[src/rtl/filter_arbiter.sv]
// Round-robin arbiter granting one neighbor-filter FIFO per cycle into the shared
// force-evaluation pipeline, with a registered payload stage and grant counter.
module filter_arbiter #(
    parameter int NUM_FILTER = 4,
    parameter int DATA_WIDTH = 96,
    parameter int CNT_WIDTH  = 16,
    localparam int SEL_WIDTH = (NUM_FILTER > 1) ? $clog2(NUM_FILTER) : 1
) (
    input  logic                             clk,
    input  logic                             rst,
    input  logic [NUM_FILTER-1:0]            filter_valid,
    input  logic [NUM_FILTER*DATA_WIDTH-1:0] filter_data,
    output logic [NUM_FILTER-1:0]            filter_rd_en,
    input  logic                             back_pressure,
    output logic                             out_valid,
    output logic [DATA_WIDTH-1:0]            out_data,
    output logic [SEL_WIDTH-1:0]             out_source,
    output logic [CNT_WIDTH-1:0]             pair_count
);

    localparam logic [SEL_WIDTH:0] NUM_SEL = (SEL_WIDTH+1)'(NUM_FILTER);

    logic [SEL_WIDTH-1:0]  rr_ptr;
    logic [NUM_FILTER-1:0] rot_p0;
    logic [SEL_WIDTH-1:0]  off_p0;
    logic [SEL_WIDTH-1:0]  win_p0;
    logic                  vld_p0;
    logic [DATA_WIDTH-1:0] data_p0;

    // Reduce an index in [0, 2*NUM_FILTER) back into [0, NUM_FILTER).
    function automatic logic [SEL_WIDTH-1:0] wrap_sel(input logic [SEL_WIDTH:0] s);
        return (s >= NUM_SEL) ? SEL_WIDTH'(s - NUM_SEL) : SEL_WIDTH'(s);
    endfunction

    // Stage p0: rotate requests so rr_ptr sits at bit 0, take the lowest set bit.
    always_comb begin
        rot_p0 = NUM_FILTER'({filter_valid, filter_valid} >> rr_ptr);
        off_p0 = '0;
        for (int k = NUM_FILTER - 1; k >= 0; k--) begin
            if (rot_p0[k]) begin
                off_p0 = SEL_WIDTH'(k);
            end
        end
        win_p0 = wrap_sel({1'b0, rr_ptr} + {1'b0, off_p0});
        vld_p0 = (|filter_valid) && !back_pressure && !rst;
    end

    always_comb begin
        filter_rd_en = '0;
        data_p0      = '0;
        for (int i = 0; i < NUM_FILTER; i++) begin
            if (win_p0 == SEL_WIDTH'(i)) begin
                filter_rd_en[i] = vld_p0;
                data_p0         = filter_data[i*DATA_WIDTH +: DATA_WIDTH];
            end
        end
    end

    // Stage p1: registered grant toward the force pipeline.
    always_ff @(posedge clk or posedge rst) begin
        if (rst) begin
            rr_ptr     <= '0;
            out_valid  <= 1'b0;
            out_data   <= '0;
            out_source <= '0;
            pair_count <= '0;
        end else begin
            out_valid <= vld_p0;
            if (vld_p0) begin
                out_data   <= data_p0;
                out_source <= win_p0;
                rr_ptr     <= wrap_sel({1'b0, win_p0} + (SEL_WIDTH+1)'(1));
                pair_count <= pair_count + CNT_WIDTH'(1);
            end
        end
    end

endmodule

[config.mk]
export PLATFORM = sky130hd
export DESIGN_NAME = filter_arbiter
export DESIGN_NICKNAME = d
export VERILOG_FILES = /design/src/rtl/filter_arbiter.sv
export SDC_FILE = /design/constraint.sdc
export NUM_CORES = 1
export LEC_CHECK = 0
export BUFFER_PORTS_ARGS = -buffer_cell sky130_fd_sc_hd__buf_4
export CORE_AREA = 2 2 197 199
export CTS_CLUSTER_DIAMETER = 30
export DETAILED_ROUTE_END_ITERATION = 6
export DIE_AREA = 0 0 199 201
export SYNTH_ARGS = -nofsm -noshare
export SYNTH_HDL_FRONTEND = slang
export SYNTH_SLANG_ARGS = --single-unit
[constraint.sdc]
create_clock -name clk -period 4.5 [get_ports clk]
set_clock_uncertainty 0.15 [all_clocks]
set_input_delay 0.225 -clock clk [delete_from_list [all_inputs] [get_ports clk]]
set_output_delay 0.225 -clock clk [all_outputs]
set_load 0.005 [all_outputs]
==> metrics.md, run 1 <==
| Metric | Value |
|---|---|
| Status | completed |
| Largest family of logic cells by synthesized area | compound AO/OA/AOI/OAI gates |
| R2R cell count | 15 |
| Slew HR | 0.265 |
| Critical path class | register to register |
| Final WL | approximately 39 mm |
| CP Depth | 15 |
| Antenna Nets Post-Route | 0 |
| Site row count | just over 70 |
| Post-synthesis compound-gate area fraction | 0.390 |
| Worst Hold Slack | roughly 0.085 ns |
| Post-Synth Adder-Cell Area | 0.0108 |
| Area of the die | 0.0400 mm2 |
| Share of the synthesized area in the top cell type | 0.420 |
| Min-Delay Path Class | primary input to register |
| Cell taking the most area after synthesis | dfrtp_1 |
| Max FO, Critical Path | 23 |
| R2r setup slk | around 0.17 ns |
| # DRC | 0 |
| WL/cell | ~20 um |
| Max-Cap Viols | 0 |
| Cell Chain, Critical Path | o21ai_0, a21oi_1, o31a_1, ha_1, xnor2_1, or4_1, and2_1, ha_1, nor2b_4, buf_12, clkbuf_16, a221o_1, o211ai_1, a21oi_1, dlygate4sd3_1 |
| Clk sinks | about 120 |
| CP Capture Point | out_data[65] |
| CTS Root Buffer Type | clkbuf_16 |
| GPL Wtd Cong | between 0.8 and 0.9 |
| CTS H-Tree Depth | 4 |
| Crit path time final | around 4.3 ns |
| Mux share of post-synthesis cell area | 0 |
| Clk Latency, worst-skew pair | around 0.44 ns |
| Synth Area in Simple Gates | 0.0976 |
| Vias in the first global route | 9,674 |
| Mean Syn Cell Area | about 8.9 um2 |
| CTS Buffer Depth | 2 |
| Count of input and output buffers | 509 |
| Worst EP arrival | around 4.5 ns |
| Seq/Total Area, Yosys | 0.420 |
| Register Area | just under 0.003 mm2 |
| Post-Synthesis Cells | about 800 |
| Crit path from | rr_ptr[1] |
| Final Cycle Share | 0.962 |
| GRT Total Usage | 0.181 |
| Setup WS pre-CTS | about 0.59 ns |
| Pwr Total | between 0.01 and 0.015 W |
| Reg2reg start | rr_ptr[1] |
| Largest net degree at the start of global routing | 98 |
| Die H | about 200 um |
| Fmax | 231 MHz |
| Crit path launch type | register |
| Iteration-0 DRC Markers | about 560 |
| I/O Pins | between 500 and 600 |
| RR Endpoint | out_data[65] |
| Overflow after GRT | 0 |
| Crit path buf inv count | 3 |
| Worst Hold Launch | filter_data[190] |
| Synth Register Bits | between 100 and 150 |
| Total CTS buffers | 17 |
| Mapped Area | between 0.006 and 0.007 mm2 |
| Commonest cells post-synth | 192 x a21oi_1, 117 x dfrtp_1, 99 x nor2_1 |
| Worst Path Required | between 4 and 5 ns |
| Area delta synth->final | 99.8% |
| RSZ-0062 raised after global routing | yes |
| Placed insts | 1,729 |
| Final Hold Fails | 0 |
| Synth warn | 0 |
| Starting Density | 0.183 |
| First-pass GRT wire length | 55.0 mm |
| Chip Width | between 150 and 200 um |
| Top post-synthesis cells by area | dfrtp_1 42%, a21oi_1 14%, a221o_1 14% |
| Max VDD drop | between 600 and 700 uV |
| TritonCTS clock tree | done |
| Total core area | roughly 0.038 mm2 |
| Share of cells above drive strength 1 | 0.398 |
| CP top delay family | compound AO/OA/AOI/OAI gates |
| CTS clk-pin slew, worst paths | 0.06 ns |
| Total negative slack | 0 ns |
| Post-route setup slack | roughly 0.17 ns |
| Xor-xnor portion of the synthesized cell area | 0.0201 |
| Leakage | ~6.2 nW |
| Multi-input logic area | 0.00366 mm2 |
| Final setup viols | 0 |
| CP Capture Type | register |
| HPWL Detailed | roughly 26 mm |
| Pwr/cell area | about 800 mW/mm2 |
| Nets | 1,829 |
| Vias per cell | approximately 5 |
| Synth cell types | 36 |
| Number of synthesized flops with an enable pin | 0 |
| DR vias | ~9,500 |
| Fin. max-slew vios | 0 |
| Initial antenna violation count | 0 |
| Post-synth ARST share | 1.00 |
| CP max-delay cell | or4_1 |
| Most common cell in the netlist | a21oi_1 |
| Net Count, Synth | 1,175 |
| Filler instances | just under 4,000 |
| Iteration count of the initial detailed-routing pass | 5 |
| Post-synth top flop | dfrtp_1 |
| Pin slew with the least headroom to its limit | 1.10 ns |
| Post-route insts no fill | ~2,000 |
| Worst path max stage delay | ~0.58 ns |
-- state kept, by name, indices dropped and copies added (netlist names) --
name and count:
out_data 96, out_source 2, out_valid 1, pair_count 16
rr_ptr 2
-- per-layer routing --
layer,GRT usage,part of all wire
met1,0.204,0.38
met2,0.307,0.49
met3,0.0506,0.089
met4,0.0983,0.049
met5,0,0
-- metrics by stage --
step                instance area (um2)   util
global route                      13900  0.365
CTS                               13700  0.360
finish                            13900  0.365
global placement                  11200  0.295
detailed placement                11200  0.295
floorplan                          6960      -
-- how the worst min path moves through the flow --
stage	endpoint	slack, ns	depth (start not counted)
2_1_floorplan	out_data[94]	0.27	2
3_5_place_dp	out_data[75]	0.20	2
4_1_cts	out_data[94]	0.05	5
6_report	out_data[94]	0.09	5
5_1_grt	out_data[94]	0.12	5
3_3_place_gp	out_data[76]	0.20	2
-- kinds of logic (layout without fill, tap and decap cells) --
kind of cell             Yosys count  count (layout)
AO/OA/AOI/OAI                    395             395
XOR/XNOR                          16              16
adder cells (fa/ha/maj)            6               6
buffers and inverters             94             761
flip-flops                       117             117
other                              0               2
AND/OR/NAND/NOR                  150             150
-- worst reg2reg max path: cells and delay by family, from the launching register on --
family | cells | cell delay [ns]
AO/OA/AOI/OAI | 6 | 1.08
AND/OR/NAND/NOR | 3 | 1.00
buffers and inverters | 3 | 0.91
flip-flops | 1 | 0.48
adder cells (fa/ha/maj) | 2 | 0.44
XOR/XNOR | 1 | 0.15
-- timing repair --
item,in CTS,in global routing
hold endpoints to repair,149,0
buffers inserted,0,7
endpoints found under the setup margin,0,95
hold buffers,193,0
gates resized for setup,0,4
-- layout make-up --
type	instances	area share
clock buffer	24	0.0353
timing repair buffer	723	0.436
tap	518	0.0466
multi-input combinational	567	0.263
inverter	6	0.00270
clock inverter	8	0.00531
sequential	117	0.211
antenna	2	0.000360
-- cell usage in the layout, fill, tap and decap left out, drive strengths merged, types with 2 or more instances in the layout --
cell type    instances
xor2                 3
or3b                 3
buf                528
o211ai              96
a211oi               2
clkinvlp             2
diode                2
and4                 3
nor2b                2
nand4                3
a21oi              192
nand2               18
and2                 4
nor2                99
ha                   6
a221o               95
o21ai                4
dfrtp              117
nand3b               3
dlygate4sd3        193
and3                 3
clkbuf              26
nand3                5
xnor2               13
nor4                 3
inv                  6
clkinv               5
-- power by group --
part	switching, W	total (W)	internal [W]	leakage [nW]
registers	0.000368	0.00191	0.00154	1.37
logic	0.00396	0.00788	0.00392	4.58
clock network	0.000526	0.00134	0.000814	0.276
total	0.00486	0.0111	0.00628	6.22
No activity file was read; power rests on OpenSTA's default activity.
==> inputs of run 2 (changes only) <==
Settings changed: CORE_AREA 2 2 197 199 to 8 8 192 194, DIE_AREA 0 0 199 201 to 0 0 200 202.
==> metrics.md, run 2 (synthesis gave the netlist of run 1 again) <==
| Metric | Value |
|---|---|
| CTS clk-pin slew, worst paths | around 0.060 ns |
| Fmax | 234 MHz |
| Worst Hold Slack | roughly 0.025 ns |
| Register Area | slightly below 0.003 mm2 |
| Final core occ | 0.402 |
| Iteration count of the initial detailed-routing pass | 5 |
| R2R cell count | 13 |
| Most frequent cells in the layout | 522 x buf_4, 192 x a21oi_1, 188 x dlygate4sd3_1 |
| DR vias | between 9,000 and 10,000 |
| Area delta synth->final | 96.2% |
| Slew HR | 0.469 |
| Max-Cap Viols | 0 |
| Vias in the first global route | ~10,000 |
| Overflow after GRT | 0 |
| Pin slew with the least headroom to its limit | roughly 0.80 ns |
| Nets | 1,820 |
| Clk sinks | 117 |
| WL/cell | approximately 21 um |
| GRT Total Usage | 0.190 |
| Most flops, register | out_data |
| # DRC | 0 |
| HPWL Detailed | approximately 29 mm |
| RSZ-0062 raised after global routing | no |
| Final WL | about 41 mm |
| Fin. max-slew vios | 0 |
| Critical path class | register to register |
| CP Capture Type | register |
| Largest regs | out_data (96), pair_count (16) |
| Pwr/cell area | 780 mW/mm2 |
| Reg2reg start | rr_ptr[1] |
| Largest net degree at the start of global routing | a little under 100 |
| Worst EP arrival | 4.47 ns |
| Hold Path Cell Cnt | 3 |
| Chip Width | around 200 um |
| Leakage | ~6 nW |
| Worst Path Required | 4.69 ns |
| RR Endpoint | out_data[44] |
| Max FO, Critical Path | 40 |
| Area of the die | 0.0404 mm2 |
| Final setup viols | 0 |
| Hold EP | out_data[40] |
| CTS Buffer Depth | 2 |
| Final Cycle Share | 0.950 |
| Commonest non-fill, non-tap cell in the layout | buf_4 |
| Total CTS buffers | 17 |
| Antenna Nets Post-Route | 0 |
| Min-Delay Path Class | primary input to register |
| Max VDD drop | approximately 670 uV |
| Crit path launch type | register |
| GPL Wtd Cong | ~0.85 |
| Die H | around 200 um |
| Clk Latency, worst-skew pair | about 0.42 ns |
| Starting Density | 0.205 |
| Multi-input logic area | about 0.0037 mm2 |
| Site row count | between 60 and 70 |
| Placed insts | around 1,700 |
| Crit path time final | about 4.3 ns |
| I/O Pins | 510 |
| Pwr Total | about 0.011 W |
| Post-CTS Setup Inserts | 0 |
| Total core area | around 0.034 mm2 |
| Total negative slack | 0 ns |
| Status | completed |
| CTS H-Tree Depth | 4 |
| Final Hold Fails | 0 |
| Iteration-0 DRC Markers | 483 |
| Max reg flops | 96 |
| Count of input and output buffers | 509 |
| Share of cells above drive strength 1 | 0.398 |
| Antenna Cells | 0 |
| Filler instances | approximately 3,400 |
| R2r setup slk | around 0.23 ns |
| TritonCTS clock tree | done |
| CTS Root Buffer Type | clkbuf_16 |
| Vias per cell | 4.99 |
| Post-route insts no fill | ~1,900 |
| First-pass GRT wire length | between 60 and 70 mm |
| Worst Hold Launch | filter_data[232] |
| Initial antenna violation count | 0 |
[run 2: cell types whose count changed in the layout (fill, tap and decap cells not counted), sizes merged, moves of 2 or more]
cell         change
buf              -2
bufinv           +2
clkbuf           -7
diode            -2
dlygate4sd3      -5
[run 2: how the worst max path moves through the flow]
stage / startpoint / depth (start not counted) / end / slack (ns)
floorplan: rr_ptr[1] / 17 / out_data[8] / 0.94
global placement: rr_ptr[1] / 13 / out_data[92] / 0.84
detailed placement: rr_ptr[1] / 13 / out_data[85] / 0.81
CTS: rr_ptr[1] / 14 / out_data[85] / 0.24
global route: rr_ptr[1] / 14 / out_data[75] / 0.05
finish: rr_ptr[1] / 13 / out_data[44] / 0.23
[run 2: what timing repair did]
| item | in CTS | in global routing |
|---|---|---|
| endpoints found under the hold margin | 141 | 0 |
| gates resized for setup | 0 | 1 |
| endpoints found under the setup margin | 0 | 14 |
| hold buffers | 188 | 0 |
[run 2: metrics by stage]
step,setup WS (ns),cell area (um2)
floorplan,0.940,6960
global placement,0.841,11200
detailed placement,0.811,11200
CTS,0.243,13700
global route,0.0490,13700
finish,0.226,13700
[run 2: final cells by class]
type | count | area share
multi-input cells | 567 | 0.268
well taps | 455 | 0.0417
repair buffers | 714 | 0.430
flip-flops and latches | 117 | 0.214
clock buffers | 19 | 0.0324
inverters | 6 | 0.00220
clock inverters | 12 | 0.0113
[run 2: critical path, stage by stage, from the launching register on]
cell and delay (ns):
dfrtp_1 0.49, o21ai_0 0.20, a21oi_1 0.09, o31a_1 0.28, ha_1 0.19, xnor2_1 0.14, or4_1 0.58, nand2_1 0.19
ha_4 0.29, buf_4 0.49, a221o_1 0.19, o211ai_1 0.11, a21oi_1 0.20, dlygate4sd3_1 0.58
[run 2: power by group]
group	total [W]	switching (W)	internal (W)	leakage [nW]
registers	0.00189	0.000343	0.00154	1.37
clock network	0.00143	0.000546	0.000884	0.286
logic	0.00733	0.00374	0.00360	4.50
[run 2: routing by layer]
| metal | routed length [um] | GRT usage |
|---|---|---|
| met1 | 15200 | 0.221 |
| met2 | 20300 | 0.327 |
| met3 | 3940 | 0.0559 |
| met4 | 1150 | 0.0647 |
| met5 | 0 | 0 |
